`src/rtl/joycon_dev_responder_if.sv`:
```
// Signal bundle between a Joycon host (master) and the device-side responder
// (slave): the two serial lines, the controller inputs sampled for poll replies,
// the link status outputs and a view of the responder's internal state machines.
//
// Transfer contract: there is no valid/ready pair on this link. A request is
// accepted when its checksum byte's stop bit is sampled; the device answers by
// itself after the response gap and cannot be stalled. poll_strobe and frame_err
// are single-cycle pulses with no acknowledge. connected is a level that stays
// high until reset.
interface joycon_dev_responder_if;
  logic        uart_rx;
  logic        uart_tx;
  logic [15:0] key_state;
  logic [7:0]  stick_x;
  logic [7:0]  stick_y;
  logic        connected;
  logic        poll_strobe;
  logic        frame_err;
  logic [1:0]  rx_state_dbg;
  logic [1:0]  parse_state_dbg;
  logic [1:0]  tx_state_dbg;

  modport slave (
    input  uart_rx, key_state, stick_x, stick_y,
    output uart_tx, connected, poll_strobe, frame_err,
    output rx_state_dbg, parse_state_dbg, tx_state_dbg
  );

  modport master (
    output uart_rx, key_state, stick_x, stick_y,
    input  uart_tx, connected, poll_strobe, frame_err,
    input  rx_state_dbg, parse_state_dbg, tx_state_dbg
  );
endinterface

```
`src/rtl/joycon_dev_responder.sv`:
```
// Device end of the Joycon rail UART link. Receives 3-byte host requests
// (A5, CMD, A5^CMD), answers handshake (01) and poll (30) with fixed-format
// replies after a fixed idle gap, and reports link status and dropped requests.
module joycon_dev_responder #(
  parameter int CLK_FREQ_HZ   = 50_000_000,
  parameter int BAUD_HZ       = 1_000_000,
  parameter int RESP_GAP_BITS = 4,
  parameter int TIMEOUT_BITS  = 32
) (
  input logic                   clk,
  input logic                   rst_n,
  joycon_dev_responder_if.slave bus
);
  localparam int BIT_CYC = CLK_FREQ_HZ / BAUD_HZ;
  localparam int GAP_CYC = RESP_GAP_BITS * BIT_CYC;
  localparam int TO_CYC  = TIMEOUT_BITS * BIT_CYC;
  localparam int CW      = $clog2(GAP_CYC + TO_CYC + BIT_CYC) + 1;
  localparam logic [CW-1:0] BIT_LAST  = CW'(BIT_CYC - 1);
  localparam logic [CW-1:0] HALF_LAST = CW'(BIT_CYC / 2 - 1);
  localparam logic [CW-1:0] GAP_LAST  = CW'(GAP_CYC - 1);
  localparam logic [CW-1:0] TO_LAST   = CW'(TO_CYC - 1);

  typedef enum logic [1:0] {RX_IDLE, RX_START, RX_DATA, RX_STOP} rx_state_t;
  typedef enum logic [1:0] {PS_SYNC, PS_CMD, PS_CHK} ps_state_t;
  typedef enum logic [1:0] {TX_IDLE, TX_GAP, TX_SEND} tx_state_t;

  logic rx_s1, rx_s2, rx_d;

  rx_state_t     rx_state;
  logic [CW-1:0] rx_cnt;
  logic [2:0]    rx_bit;
  logic [7:0]    rx_shift;
  logic          rx_tick, byte_ok, byte_bad;

  ps_state_t     ps_state;
  logic [7:0]    ps_cmd;
  logic [CW-1:0] to_cnt;
  logic          timeout, req_hs, req_poll, parse_err;
  logic          frame_err_q;

  tx_state_t     tx_state;
  logic [CW-1:0] tx_cnt;
  logic [3:0]    tx_bit;
  logic [2:0]    tx_byte, last_byte;
  logic          tx_is_poll, tx_busy;
  logic [15:0]   snap_keys;
  logic [7:0]    snap_x, snap_y, cur_byte;
  logic          uart_tx_q, connected_q, poll_strobe_q;

  assign rx_tick  = (rx_cnt == BIT_LAST);
  assign byte_ok  = (rx_state == RX_STOP) && rx_tick && rx_s2;
  assign byte_bad = (rx_state == RX_STOP) && rx_tick && !rx_s2;
  assign timeout  = (ps_state != PS_SYNC) && (rx_state == RX_IDLE) && (to_cnt == TO_LAST);
  assign tx_busy  = (tx_state != TX_IDLE);

  assign bus.uart_tx         = uart_tx_q;
  assign bus.connected       = connected_q;
  assign bus.poll_strobe     = poll_strobe_q;
  assign bus.frame_err       = frame_err_q;
  assign bus.rx_state_dbg    = rx_state;
  assign bus.parse_state_dbg = ps_state;
  assign bus.tx_state_dbg    = tx_state;

  // Two-flop synchronizer on uart_rx plus one delay stage for falling-edge detection
  always_ff @(posedge clk) begin
    if (!rst_n) begin
      rx_s1 <= 1'b1;
      rx_s2 <= 1'b1;
      rx_d  <= 1'b1;
    end else begin
      rx_s1 <= bus.uart_rx;
      rx_s2 <= rx_s1;
      rx_d  <= rx_s2;
    end
  end

  // Byte receiver: start re-checked at mid-bit, then one sample per bit time
  always_ff @(posedge clk) begin
    if (!rst_n) begin
      rx_state <= RX_IDLE;
      rx_cnt   <= '0;
      rx_bit   <= '0;
      rx_shift <= '0;
    end else begin
      case (rx_state)
        RX_IDLE: begin
          rx_cnt <= '0;
          if (rx_d && !rx_s2) rx_state <= RX_START;
        end
        RX_START: begin
          if (rx_cnt == HALF_LAST) begin
            rx_cnt   <= '0;
            rx_bit   <= '0;
            rx_state <= rx_s2 ? RX_IDLE : RX_DATA;
          end else begin
            rx_cnt <= rx_cnt + CW'(1);
          end
        end
        RX_DATA: begin
          if (rx_tick) begin
            rx_cnt   <= '0;
            rx_shift <= {rx_s2, rx_shift[7:1]};
            rx_bit   <= rx_bit + 3'd1;
            if (rx_bit == 3'd7) rx_state <= RX_STOP;
          end else begin
            rx_cnt <= rx_cnt + CW'(1);
          end
        end
        RX_STOP: begin
          if (rx_tick) begin
            rx_cnt   <= '0;
            rx_state <= RX_IDLE;
          end else begin
            rx_cnt <= rx_cnt + CW'(1);
          end
        end
        default: rx_state <= RX_IDLE;
      endcase
    end
  end

  // Decide the fate of a completed request in the cycle its checksum stop bit is sampled
  always_comb begin
    req_hs    = 1'b0;
    req_poll  = 1'b0;
    parse_err = 1'b0;
    if (byte_ok && (ps_state == PS_CHK)) begin
      if (rx_shift != (8'hA5 ^ ps_cmd))           parse_err = 1'b1;
      else if (ps_cmd == 8'h01 && !tx_busy)       req_hs    = 1'b1;
      else if (ps_cmd == 8'h30 && !tx_busy && connected_q) req_poll = 1'b1;
      else                                        parse_err = 1'b1;
    end
  end

  // Frame parser with inter-byte timeout; drives the frame_err pulse
  always_ff @(posedge clk) begin
    if (!rst_n) begin
      ps_state    <= PS_SYNC;
      ps_cmd      <= '0;
      to_cnt      <= '0;
      frame_err_q <= 1'b0;
    end else begin
      frame_err_q <= byte_bad | parse_err | timeout;
      if (byte_ok) begin
        to_cnt <= '0;
        case (ps_state)
          PS_SYNC: if (rx_shift == 8'hA5) ps_state <= PS_CMD;
          PS_CMD: begin
            ps_cmd   <= rx_shift;
            ps_state <= PS_CHK;
          end
          default: ps_state <= PS_SYNC;
        endcase
      end else if (byte_bad || timeout) begin
        to_cnt <= '0;
        if (timeout) ps_state <= PS_SYNC;
      end else if ((ps_state != PS_SYNC) && (rx_state == RX_IDLE)) begin
        to_cnt <= to_cnt + CW'(1);
      end
    end
  end

  // Reply byte currently being shifted out, built from the snapshot registers
  always_comb begin
    cur_byte  = 8'h00;
    last_byte = tx_is_poll ? 3'd6 : 3'd3;
    if (tx_is_poll) begin
      case (tx_byte)
        3'd0:    cur_byte = 8'h5A;
        3'd1:    cur_byte = 8'hB0;
        3'd2:    cur_byte = snap_keys[15:8];
        3'd3:    cur_byte = snap_keys[7:0];
        3'd4:    cur_byte = snap_x;
        3'd5:    cur_byte = snap_y;
        default: cur_byte = 8'h5A ^ 8'hB0 ^ snap_keys[15:8] ^ snap_keys[7:0] ^ snap_x ^ snap_y;
      endcase
    end else begin
      case (tx_byte)
        3'd0:    cur_byte = 8'h5A;
        3'd1:    cur_byte = 8'h81;
        3'd2:    cur_byte = 8'h00;
        default: cur_byte = 8'hDB;
      endcase
    end
  end

  // Reply FSM: idle gap, then back-to-back 8N1 bytes; snapshot and status at first start bit
  always_ff @(posedge clk) begin
    if (!rst_n) begin
      tx_state      <= TX_IDLE;
      tx_cnt        <= '0;
      tx_bit        <= '0;
      tx_byte       <= '0;
      tx_is_poll    <= 1'b0;
      snap_keys     <= '0;
      snap_x        <= '0;
      snap_y        <= '0;
      uart_tx_q     <= 1'b1;
      connected_q   <= 1'b0;
      poll_strobe_q <= 1'b0;
    end else begin
      poll_strobe_q <= 1'b0;
      case (tx_state)
        TX_IDLE: begin
          if (req_hs || req_poll) begin
            tx_state   <= TX_GAP;
            tx_cnt     <= CW'(1);
            tx_is_poll <= req_poll;
          end
        end
        TX_GAP: begin
          if (tx_cnt == GAP_LAST) begin
            tx_state  <= TX_SEND;
            tx_cnt    <= '0;
            tx_bit    <= '0;
            tx_byte   <= '0;
            uart_tx_q <= 1'b0;
            snap_keys <= bus.key_state;
            snap_x    <= bus.stick_x;
            snap_y    <= bus.stick_y;
            if (tx_is_poll) poll_strobe_q <= 1'b1;
            else            connected_q   <= 1'b1;
          end else begin
            tx_cnt <= tx_cnt + CW'(1);
          end
        end
        TX_SEND: begin
          if (tx_cnt == BIT_LAST) begin
            tx_cnt <= '0;
            if (tx_bit == 4'd9) begin
              if (tx_byte == last_byte) begin
                tx_state  <= TX_IDLE;
                uart_tx_q <= 1'b1;
              end else begin
                tx_byte   <= tx_byte + 3'd1;
                tx_bit    <= '0;
                uart_tx_q <= 1'b0;
              end
            end else begin
              tx_bit    <= tx_bit + 4'd1;
              uart_tx_q <= (tx_bit == 4'd8) ? 1'b1 : cur_byte[tx_bit[2:0]];
            end
          end else begin
            tx_cnt <= tx_cnt + CW'(1);
          end
        end
        default: tx_state <= TX_IDLE;
      endcase
    end
  end
endmodule
```
`src/flat_wrapper.sv`:
```
// flat-port wrapper written by rule: the top's interface ports become plain ports
module joycon_dev_responder_flat 
#(
  parameter int CLK_FREQ_HZ   = 50_000_000,
  parameter int BAUD_HZ       = 1_000_000,
  parameter int RESP_GAP_BITS = 4,
  parameter int TIMEOUT_BITS  = 32
)
  (clk, rst_n, bus_uart_rx, bus_key_state, bus_stick_x, bus_stick_y, bus_uart_tx, bus_connected, bus_poll_strobe, bus_frame_err, bus_rx_state_dbg, bus_parse_state_dbg, bus_tx_state_dbg);
  joycon_dev_responder_if bus_i ();
  input logic clk;
  input logic rst_n;
  input wire logic [$bits(bus_i.uart_rx)-1:0] bus_uart_rx;
  input wire logic [$bits(bus_i.key_state)-1:0] bus_key_state;
  input wire logic [$bits(bus_i.stick_x)-1:0] bus_stick_x;
  input wire logic [$bits(bus_i.stick_y)-1:0] bus_stick_y;
  output wire logic [$bits(bus_i.uart_tx)-1:0] bus_uart_tx;
  output wire logic [$bits(bus_i.connected)-1:0] bus_connected;
  output wire logic [$bits(bus_i.poll_strobe)-1:0] bus_poll_strobe;
  output wire logic [$bits(bus_i.frame_err)-1:0] bus_frame_err;
  output wire logic [$bits(bus_i.rx_state_dbg)-1:0] bus_rx_state_dbg;
  output wire logic [$bits(bus_i.parse_state_dbg)-1:0] bus_parse_state_dbg;
  output wire logic [$bits(bus_i.tx_state_dbg)-1:0] bus_tx_state_dbg;
  assign bus_i.uart_rx = bus_uart_rx;
  assign bus_i.key_state = bus_key_state;
  assign bus_i.stick_x = bus_stick_x;
  assign bus_i.stick_y = bus_stick_y;
  assign bus_uart_tx = bus_i.uart_tx;
  assign bus_connected = bus_i.connected;
  assign bus_poll_strobe = bus_i.poll_strobe;
  assign bus_frame_err = bus_i.frame_err;
  assign bus_rx_state_dbg = bus_i.rx_state_dbg;
  assign bus_parse_state_dbg = bus_i.parse_state_dbg;
  assign bus_tx_state_dbg = bus_i.tx_state_dbg;
  joycon_dev_responder #(.CLK_FREQ_HZ(CLK_FREQ_HZ), .BAUD_HZ(BAUD_HZ), .RESP_GAP_BITS(RESP_GAP_BITS), .TIMEOUT_BITS(TIMEOUT_BITS)) u_core (.clk(clk), .rst_n(rst_n), .bus(bus_i));
endmodule
```
`config.mk`:
```
export PLATFORM = sky130hd
export DESIGN_NAME = joycon_dev_responder_flat
export DESIGN_NICKNAME = d
export VERILOG_FILES = /design/src/rtl/joycon_dev_responder_if.sv /design/src/rtl/joycon_dev_responder.sv /design/src/flat_wrapper.sv
export SDC_FILE = /design/constraint.sdc
export NUM_CORES = 1
export LEC_CHECK = 0
export BUFFER_PORTS_ARGS = -buffer_cell sky130_fd_sc_hd__clkbuf_2
export CAP_MARGIN = 20
export CORE_MARGIN = 5
export CORE_UTILIZATION = 54
export DETAILED_ROUTE_END_ITERATION = 8
export PLACE_DENSITY_LB_ADDON = 0.3
export SYNTH_ARGS = -nofsm -noshare
export SYNTH_HDL_FRONTEND = slang
export SYNTH_SLANG_ARGS = --single-unit
```
`constraint.sdc`:
```
create_clock -name clk -period 2.2 [get_ports clk]
set_input_delay 0.44 -clock clk [delete_from_list [all_inputs] [get_ports clk]]
set_output_delay 0.44 -clock clk [all_outputs]
set_load 0.05 [all_outputs]
```
==> results.rst, run 1 <==
.. list-table::
   :header-rows: 1

   * - Metric
     - Value
   * - Dominant register cell in the synthesized netlist
     - sky130_fd_sc_hd__dfxtp_1
   * - Number of library cell types mapped by synthesis
     - 64
   * - Largest driver fanout on the critical path
     - 3
   * - Critical register-to-register path endpoint
     - u_core.tx_byte[2]
   * - Detailed Routing Iterations Pass 1
     - 5
   * - Synthesis-stage register bit count
     - 108
   * - TritonCTS buffer count
     - 9
   * - All-Layer GR Usage
     - a little over a fifth
   * - Slew of the pin with the lowest slew margin
     - ~480 ps
   * - Antenna diode count
     - 0
   * - Die span in y
     - between 100 and 150 microns
   * - Commonest non-fill, non-tap cells in the layout
     - 104 x sky130_fd_sc_hd__nand2_1, 101 x sky130_fd_sc_hd__dfxtp_1, 58 x sky130_fd_sc_hd__a21oi_1
   * - Final critical delay including setup and external delays
     - roughly 2300 ps
   * - Vias in the first global route
     - 4931
   * - Share of synthesized registers carrying an async set or reset
     - 0%
   * - Headroom to the max-slew limit
     - about two thirds
   * - Synth-to-layout area growth
     - 21.4%
   * - Start of the worst register-to-register path
     - u_core.tx_cnt[1]
   * - Hold Path Origin
     - bus_uart_rx
   * - Fraction of final layout cells sized beyond drive strength 1
     - a little under a quarter
   * - CP delay by family, top
     - simple AND/OR/NAND/NOR gates
   * - Remaining Overflow, GRT
     - 0
   * - Depth of the worst register-to-register path
     - 8
   * - Worst reg2reg setup slack
     - -80 ps
   * - Port bufs
     - 44
   * - Antenna violations before repair
     - 0
   * - Highest ir drop seen on vdd
     - 0.394 mV
   * - End point of the most critical hold path
     - u_core.rx_s1
   * - Cts hold-fix bufs
     - 0
   * - Cell-by-cell listing of the critical path
     - buf_6, inv_4, ha_4, or4b_4, o41ai_4, o211ai_2, or4_4, a21oi_2
   * - Largest net degree at the start of global routing
     - between 40 and 50
   * - Layout Cell Area excl Fill
     - slightly below 7000 sq um
   * - DP Wirelength
     - between 9000 and 10000 microns
   * - Sink Count
     - ~110
   * - Maximum level of the CTS H-tree
     - 3
   * - Weighted congestion at the end of routability-driven global placement
     - between 0.8 and 0.9
   * - Post-route clock period utilization
     - 103%
   * - Total length of routed wires
     - between 10000 and 15000 microns
   * - Pwr dens
     - 559 nW/um^2
   * - Worst clock skew
     - approximately 14 ps
   * - Post-detailed-route via-to-cell ratio
     - 5.65
   * - DIE WIDTH
     - about 110 microns
   * - Number of design-rule violations left by the first detailed-router iteration
     - 245
   * - Wire length of the first global-routing pass
     - approximately 23000 microns
   * - Number of warning messages in the yosys log
     - 0
   * - Final Util
     - about two thirds
   * - Total via count after detailed routing
     - 5036
   * - Buffers from clock root to sink, at most
     - 2
   * - Die ar.
     - about 12000 sq um
   * - Sequential-to-total area share from yosys stat
     - approximately two fifths
   * - Endpoint type of the worst setup path
     - flip-flop
   * - Cell with the largest stage delay on the worst path
     - sky130_fd_sc_hd__or4_4
   * - Top-Level Pins
     - 45
   * - Clock root buffer master
     - sky130_fd_sc_hd__clkbuf_8
   * - Violated checks
     - setup timing
   * - Final Hold Vio Count
     - 0
   * - Synth Area per Inst
     - around 8.3 sq um
   * - Number of cells produced by synthesis
     - 669
   * - Largest stage delay on the critical path
     - 510 ps
   * - Result of the run
     - finished, violations left
   * - Post-Synthesis Net Count
     - slightly above 700
   * - Cell area after placement
     - between 6000 and 7000 sq um
   * - CP startpoint kind
     - flip-flop
   * - Core area
     - approximately 10000 sq um
   * - EDFF count, synth
     - 0
   * - Setup ws final
     - -76.0 ps
   * - CP Data Arrival Time
     - between 2000 and 3000 ps
   * - Residual antenna-violating net count after detailed routing
     - 0
   * - Path type of the worst min-delay path
     - in -> reg
   * - Most common cell after layout, fill and taps aside
     - sky130_fd_sc_hd__nand2_1
   * - Starting density of the core
     - 54.8%
   * - # setup viols final
     - 5
   * - Highest achievable clock rate
     - roughly 0.44 GHz
   * - Latest clock arrival within the worst-skew pair
     - between 300 and 400 ps
   * - Standard-cell row count
     - 37
   * - Hold Path Depth
     - 2
   * - Fill count
     - 852
   * - Number of remaining DRC errors
     - 0
   * - Critical path data required time
     - between 2000 and 3000 ps
   * - Worst setup path category
     - reg -> reg
   * - Max Slew Vio Count
     - 0
   * - Drt wl/cell
     - around 15 microns
   * - Final #Nets
     - 807
   * - Critical path buffers and inverters
     - 2
   * - Clock slew at the register clock pins of the worst setup and hold paths
     - 100 ps
   * - Total leakage power
     - around 0.0025 uW
   * - Area of the mapped netlist
     - roughly 5600 sq um
   * - Crit. Startpoint
     - u_core.tx_cnt[1]
   * - Setup repair after global routing missed its margin
     - true
   * - Clock tree from TritonCTS
     - built
   * - Max-capacitance violation count
     - 0
## cell type report
cell class | count | area [sq um] | area share, %
Tap cell | 136 | 170 | 2.51
Sequential cell | 108 | 2170 | 32.1
Inverter | 21 | 81.3 | 1.20
Timing Repair Buffer | 106 | 736 | 10.9
Clock buffer | 12 | 165 | 2.44
Multi-Input combinational cell | 504 | 3410 | 50.4
Clock inverter | 4 | 31.3 | 0.462
## sequential cells by signal, indices dropped and copies added (netlist names), 2 cells and up, named ones only
| name | flops |
|---|---|
| u_core.snap_keys | 16 |
| u_core.snap_x | 8 |
| u_core.bus.tx_state_dbg | 2 |
| u_core.rx_bit | 3 |
| u_core.bus.parse_state_dbg | 2 |
| u_core.tx_bit | 4 |
| u_core.rx_cnt | 12 |
| u_core.tx_cnt | 12 |
| u_core.ps_cmd | 8 |
| u_core.tx_byte | 3 |
| u_core.to_cnt | 12 |
| u_core.rx_shift | 8 |
| u_core.snap_y | 8 |
## stage by stage
stage | total power (uW) | hold slack (ps) | cells | setup slack [ps] | setup TNS [ps]
after CTS | 3750 | 220 | 890 | -46.7 | -59.5
final | 3780 | 231 | 891 | -76.0 | -189
after global placement | 2500 | 388 | 871 | 14.0 | 0
after detailed placement | 2510 | 401 | 871 | -122 | -281
after global routing | 3940 | 241 | 891 | -179 | -1640
after floorplan | 2340 | 386 | 669 | 8.03 | 0
## logic make-up (layout without fill, tap and decap cells)
kind of cell,count (synthesis),after routing,share of synthesized area (%)
XOR/XNOR,61,61,9.58
flip-flops,108,108,38.8
AND/OR/NAND/NOR,274,274,24.0
multiplexers,15,15,2.71
buffers and inverters,57,143,3.97
adder cells (fa/ha/maj),22,22,4.94
AO/OA/AOI/OAI,132,132,16.0
## worst max path at each step
stage / slack, ps / to / cells after the start
2_1_floorplan: 8 / u_core.tx_cnt[9] / 8
3_5_place_dp: -120 / u_core.bus.uart_tx / 8
4_1_cts: -50 / u_core.bus.uart_tx / 8
6_report: -80 / u_core.tx_byte[2] / 8
3_3_place_gp: 10 / u_core.bus.tx_state_dbg[1] / 7
5_1_grt: -180 / u_core.bus.uart_tx / 8
## report_power, final
part | switching [uW] | leakage (uW) | internal, uW
registers | 25.7 | 0.000874 | 1990
clock network | 703 | 0.000103 | 512
logic | 330 | 0.00151 | 226
## metal layers
layer | vias up | share of wire [%] | track usage [%]
met2 | 115 | 50 | 36.9
met5 | - | 0 | 0
met3 | 20 | 4.6 | 4.13
met1 | 2395 | 43 | 26.4
met4 | 0 | 1.9 | 9.57
li1 | 2506 | - | -
## synth_stat cells (all sizes together), types with 2 or more instances
master     n  area [sq um]
a2111oi    8          95.1
a211o      3          26.3
a211oi     8          60.1
a21o       2          15.0
a21oi     61           305
a221oi     2          23.8
a222oi     2          20.0
a22o       2          17.5
a22oi      3          22.5
a31oi      2          12.5
and2       3          18.8
and3       9          56.3
and4       2          17.5
and4b      5          50.1
buf        6          30.0
clkbuf    30           113
dfxtp    108          2160
ha        22           275
inv       20          75.1
mux2i     14           140
nand2    104           390
nand2b     6          37.5
nand3     33           165
nand4     13          81.3
nand4b     2          17.5
nor2      57           214
nor3      13          65.1
nor3b      4          30.0
nor4       9          77.6
o2111ai    3          26.3
o211ai     6          50.1
o21a       4          30.0
o21ai     15          75.1
o31ai      2          15.0
or3        3          18.8
or4        2          18.8
or4b       2          20.0
xnor2     42           368
xor2      19           166
## repair_timing
item / 4_1_cts / 5_1_grt
cloned: 0 / 1
pin swaps: 3 / 6
resized for setup: 16 / 35
setup buffers: 3 / 0
endpoints found under the setup margin: 6 / 41
Note: power is estimated with default switching activity, not from simulation.
==> run 2: changes to the inputs <==
Settings changed: CORE_MARGIN 5 to default.
==> results.rst, run 2 (same netlist as run 1, synthesis figures left out) <==
.. list-table::
   :header-rows: 1

   * - Metric
     - Value
   * - Antenna diode count
     - 0 (unchanged)
   * - Setup ws final
     - -181 ps (-105 ps)
   * - Max-capacitance violation count
     - 0 (unchanged)
   * - Critical register-to-register path endpoint
     - u_core.tx_byte[2]
   * - Sink Count
     - 108 (unchanged)
   * - Pwr dens
     - 578 nW/um^2 (+3.4%)
   * - Maximum level of the CTS H-tree
     - 3 (unchanged)
   * - Clock tree from TritonCTS
     - built
   * - Worst clock skew
     - 12.5 ps (-1.12 ps)
   * - Remaining Overflow, GRT
     - 0 (unchanged)
   * - Largest driver fanout on the critical path
     - 3 (unchanged)
   * - Weighted congestion at the end of routability-driven global placement
     - 0.914 (+3.0%)
   * - Area taken by multi-input logic gates
     - 3380 sq um (-0.88%)
   * - Core area
     - 9910 sq um (-2.7%)
   * - Tot Pwr
     - 3980 uW (+5.1%)
   * - Critical path data required time
     - 2530 ps (about the same)
   * - Met1 capacity usage during global routing
     - 34.1% (+7.6 points)
   * - Total via count after detailed routing
     - 5152 (+2.3%)
   * - Start of the worst register-to-register path
     - u_core.tx_cnt[1]
   * - Buffers from clock root to sink, at most
     - 2 (unchanged)
   * - Worst reg2reg setup slack
     - -180 ps (-100 ps)
   * - Die ar.
     - 10700 sq um (-14%)
   * - Top-Level Pins
     - 45 (unchanged)
   * - Final Hold Vio Count
     - 0 (unchanged)
   * - Flip-flop count of the largest register, all copies and words added
     - 16 (unchanged)
   * - Residual antenna-violating net count after detailed routing
     - 0 (unchanged)
   * - Most common cell after layout, fill and taps aside
     - sky130_fd_sc_hd__nand2_1
   * - Fin cells
     - 898 (+0.79%)
   * - Final #Nets
     - 817 (+1.2%)
   * - Final critical delay including setup and external delays
     - 2380 ps (+105 ps)
   * - Headroom to the max-slew limit
     - 65.0% (-2.7 points)
   * - Result of the run
     - finished, violations left
   * - Commonest non-fill, non-tap cells in the layout
     - 104 x sky130_fd_sc_hd__nand2_1, 102 x sky130_fd_sc_hd__dfxtp_1, 61 x sky130_fd_sc_hd__buf_4
   * - CP Data Arrival Time
     - 2710 ps (+110 ps)
   * - Number of remaining DRC errors
     - 0 (unchanged)
   * - Fraction of final layout cells sized beyond drive strength 1
     - 23.9% (+1.4 points)
   * - Synth-to-layout area growth
     - 23.4%
   * - Highest achievable clock rate
     - 0.420 GHz (-4.4%)
   * - Total leakage power
     - 0.00258 uW (+3.7%)
   * - DP Cell Count
     - 874 (+0.34%)
   * - Vias in the first global route
     - 4858 (-1.5%)
   * - Antenna violations before repair
     - 0 (unchanged)
   * - Cts hold-fix bufs
     - 0 (unchanged)
   * - Number of design-rule violations left by the first detailed-router iteration
     - 299 (+22%)
   * - DP Wirelength
     - 9370 microns (-1.1%)
   * - # setup viols final
     - 18 (+13)
   * - Largest net degree at the start of global routing
     - 59 (+37%)
   * - Endpoint type of the worst setup path
     - flip-flop
   * - Reg with most FFs
     - u_core.snap_keys
   * - CP startpoint kind
     - flip-flop
   * - Met3 Resource Use GR
     - 5.98% (+1.8 points)
   * - Wire length of the first global-routing pass
     - 22900 microns (+1.5%)
   * - Storage element area
     - 2170 sq um (-0.17%)
   * - Crit. Startpoint
     - u_core.tx_cnt[1]
   * - TritonCTS buffer count
     - 9 (unchanged)
   * - Total Neg Setup Slack
     - -1430 ps (-1240 ps)
   * - Starting density of the core
     - 56.3% (+1.5 points)
   * - Depth of the worst register-to-register path
     - 8 (unchanged)
   * - Latest clock arrival within the worst-skew pair
     - 390 ps (about the same)
   * - Slew of the pin with the lowest slew margin
     - 511 ps (+31.2 ps)
   * - Violated checks
     - setup timing
   * - DIE WIDTH
     - 104 microns (-7.2%)
   * - Die span in y
     - 104 microns (-7.2%)
   * - Drt wl/cell
     - 15.3 microns (+0.53%)
   * - Global routing usage on met2
     - 42.0% (+5.1 points)
   * - Detailed Routing Iterations Pass 1
     - 5 (unchanged)
   * - Total length of routed wires
     - 13700 microns (+1.3%)
   * - Fill count
     - 803 (-5.8%)
   * - End point of the most critical hold path
     - u_core.rx_s1
   * - Path type of the worst min-delay path
     - in -> reg
   * - Highest ir drop seen on vdd
     - 0.717 mV (+82%)
   * - Post-detailed-route via-to-cell ratio
     - 5.74 (+1.5%)
   * - All-Layer GR Usage
     - 26.0% (+4.4 points)
   * - Hold Path Depth
     - 2 (unchanged)
   * - Setup repair after global routing missed its margin
     - true
   * - Clock slew at the register clock pins of the worst setup and hold paths
     - 110 ps (about the same)
   * - Hold Path Origin
     - bus_uart_rx
   * - GR peak layer
     - met2
   * - Standard-cell row count
     - 36 (-2.7%)
   * - Clock root buffer master
     - sky130_fd_sc_hd__clkbuf_8
   * - Worst setup path category
     - reg -> reg
   * - Post-route clock period utilization
     - 108% (+4.8 points)
   * - Max Slew Vio Count
     - 0 (unchanged)
   * - Port bufs
     - 44 (unchanged)
run 2: cell types whose count changed in the layout (fill, tap and decap cells not counted), moves of 2 or more:
| cell | previous run | this run |
|---|---|---|
| sky130_fd_sc_hd__buf_4 | 54 | 61 |
| sky130_fd_sc_hd__nor2_1 | 55 | 49 |
| sky130_fd_sc_hd__a2111oi_4 | 6 | 2 |
| sky130_fd_sc_hd__nor2_4 | 1 | 5 |
| sky130_fd_sc_hd__a2111oi_2 | 1 | 4 |
| sky130_fd_sc_hd__clkbuf_8 | 12 | 9 |
| sky130_fd_sc_hd__inv_2 | 0 | 3 |
| sky130_fd_sc_hd__a2111oi_0 | 0 | 2 |
| sky130_fd_sc_hd__buf_6 | 4 | 6 |
| sky130_fd_sc_hd__bufinv_16 | 0 | 2 |
| sky130_fd_sc_hd__inv_1 | 19 | 17 |
| sky130_fd_sc_hd__inv_8 | 0 | 2 |
| sky130_fd_sc_hd__nor2_2 | 1 | 3 |
| sky130_fd_sc_hd__nor4_2 | 4 | 2 |
run 2: final cells by class:
class                      instances  share of cell area (%)
multi-input combinational        504                    49.2
sequential                       108                    31.5
timing repair buffer             116                    12.5
tap                              133                    2.42
clock buffer                      10                    1.85
clock inverter                     6                    1.40
inverter                          21                    1.18
run 2: where the power goes:
| group | switching [uW] | internal (uW) |
|---|---|---|
| Sequential | 19.7 | 1990 |
| Clock | 725 | 658 |
| Combinational | 346 | 244 |
run 2: worst max-delay path: stages, from the launching register on:
cell	delay, ps
sky130_fd_sc_hd__dfxtp_2	350
sky130_fd_sc_hd__buf_6	120
sky130_fd_sc_hd__inv_4	50
sky130_fd_sc_hd__ha_4	110
sky130_fd_sc_hd__or4b_4	470
sky130_fd_sc_hd__o41ai_4	450
sky130_fd_sc_hd__o211ai_2	160
sky130_fd_sc_hd__or4_1	490
sky130_fd_sc_hd__a21oi_1	130
run 2: how the worst max path moves through the flow:
stage / slack [ps] / depth (start not counted) / to
after floorplan: 8 / 8 / u_core.tx_cnt[9]
after global placement: 20 / 8 / u_core.bus.uart_tx
after detailed placement: -60 / 7 / u_core.bus.tx_state_dbg[0]
after CTS: -60 / 7 / u_core.tx_byte[2]
after global routing: -270 / 9 / u_core.bus.tx_state_dbg[0]
final: -180 / 8 / u_core.tx_byte[2]
run 2: metal layers:
layer	up-vias	routed length (microns)
met4	0	294
met5	-	0
met1	2458	6140
li1	2534	-
met3	30	683
met2	130	6610
run 2: repair_timing:
| action | CTS | global route |
|---|---|---|
| pin swaps | 4 | 15 |
| cloned | 1 | 0 |
| buffers inserted | 5 | 2 |
| gates resized for setup | 17 | 38 |
| endpoints found under the setup margin | 10 | 56 |
run 2: through the flow:
stage                     instance area, sq um  util, %  setup slack [ps]  hold slack [ps]
final                                     6880     69.5              -181              216
after global routing                      6880     69.5              -272              223
after floorplan                           5600        -              8.03              386
after CTS                                 6710     67.7             -58.9              210
after detailed placement                  6370     64.3             -62.1              404
after global placement                    6370     64.3              24.4              408
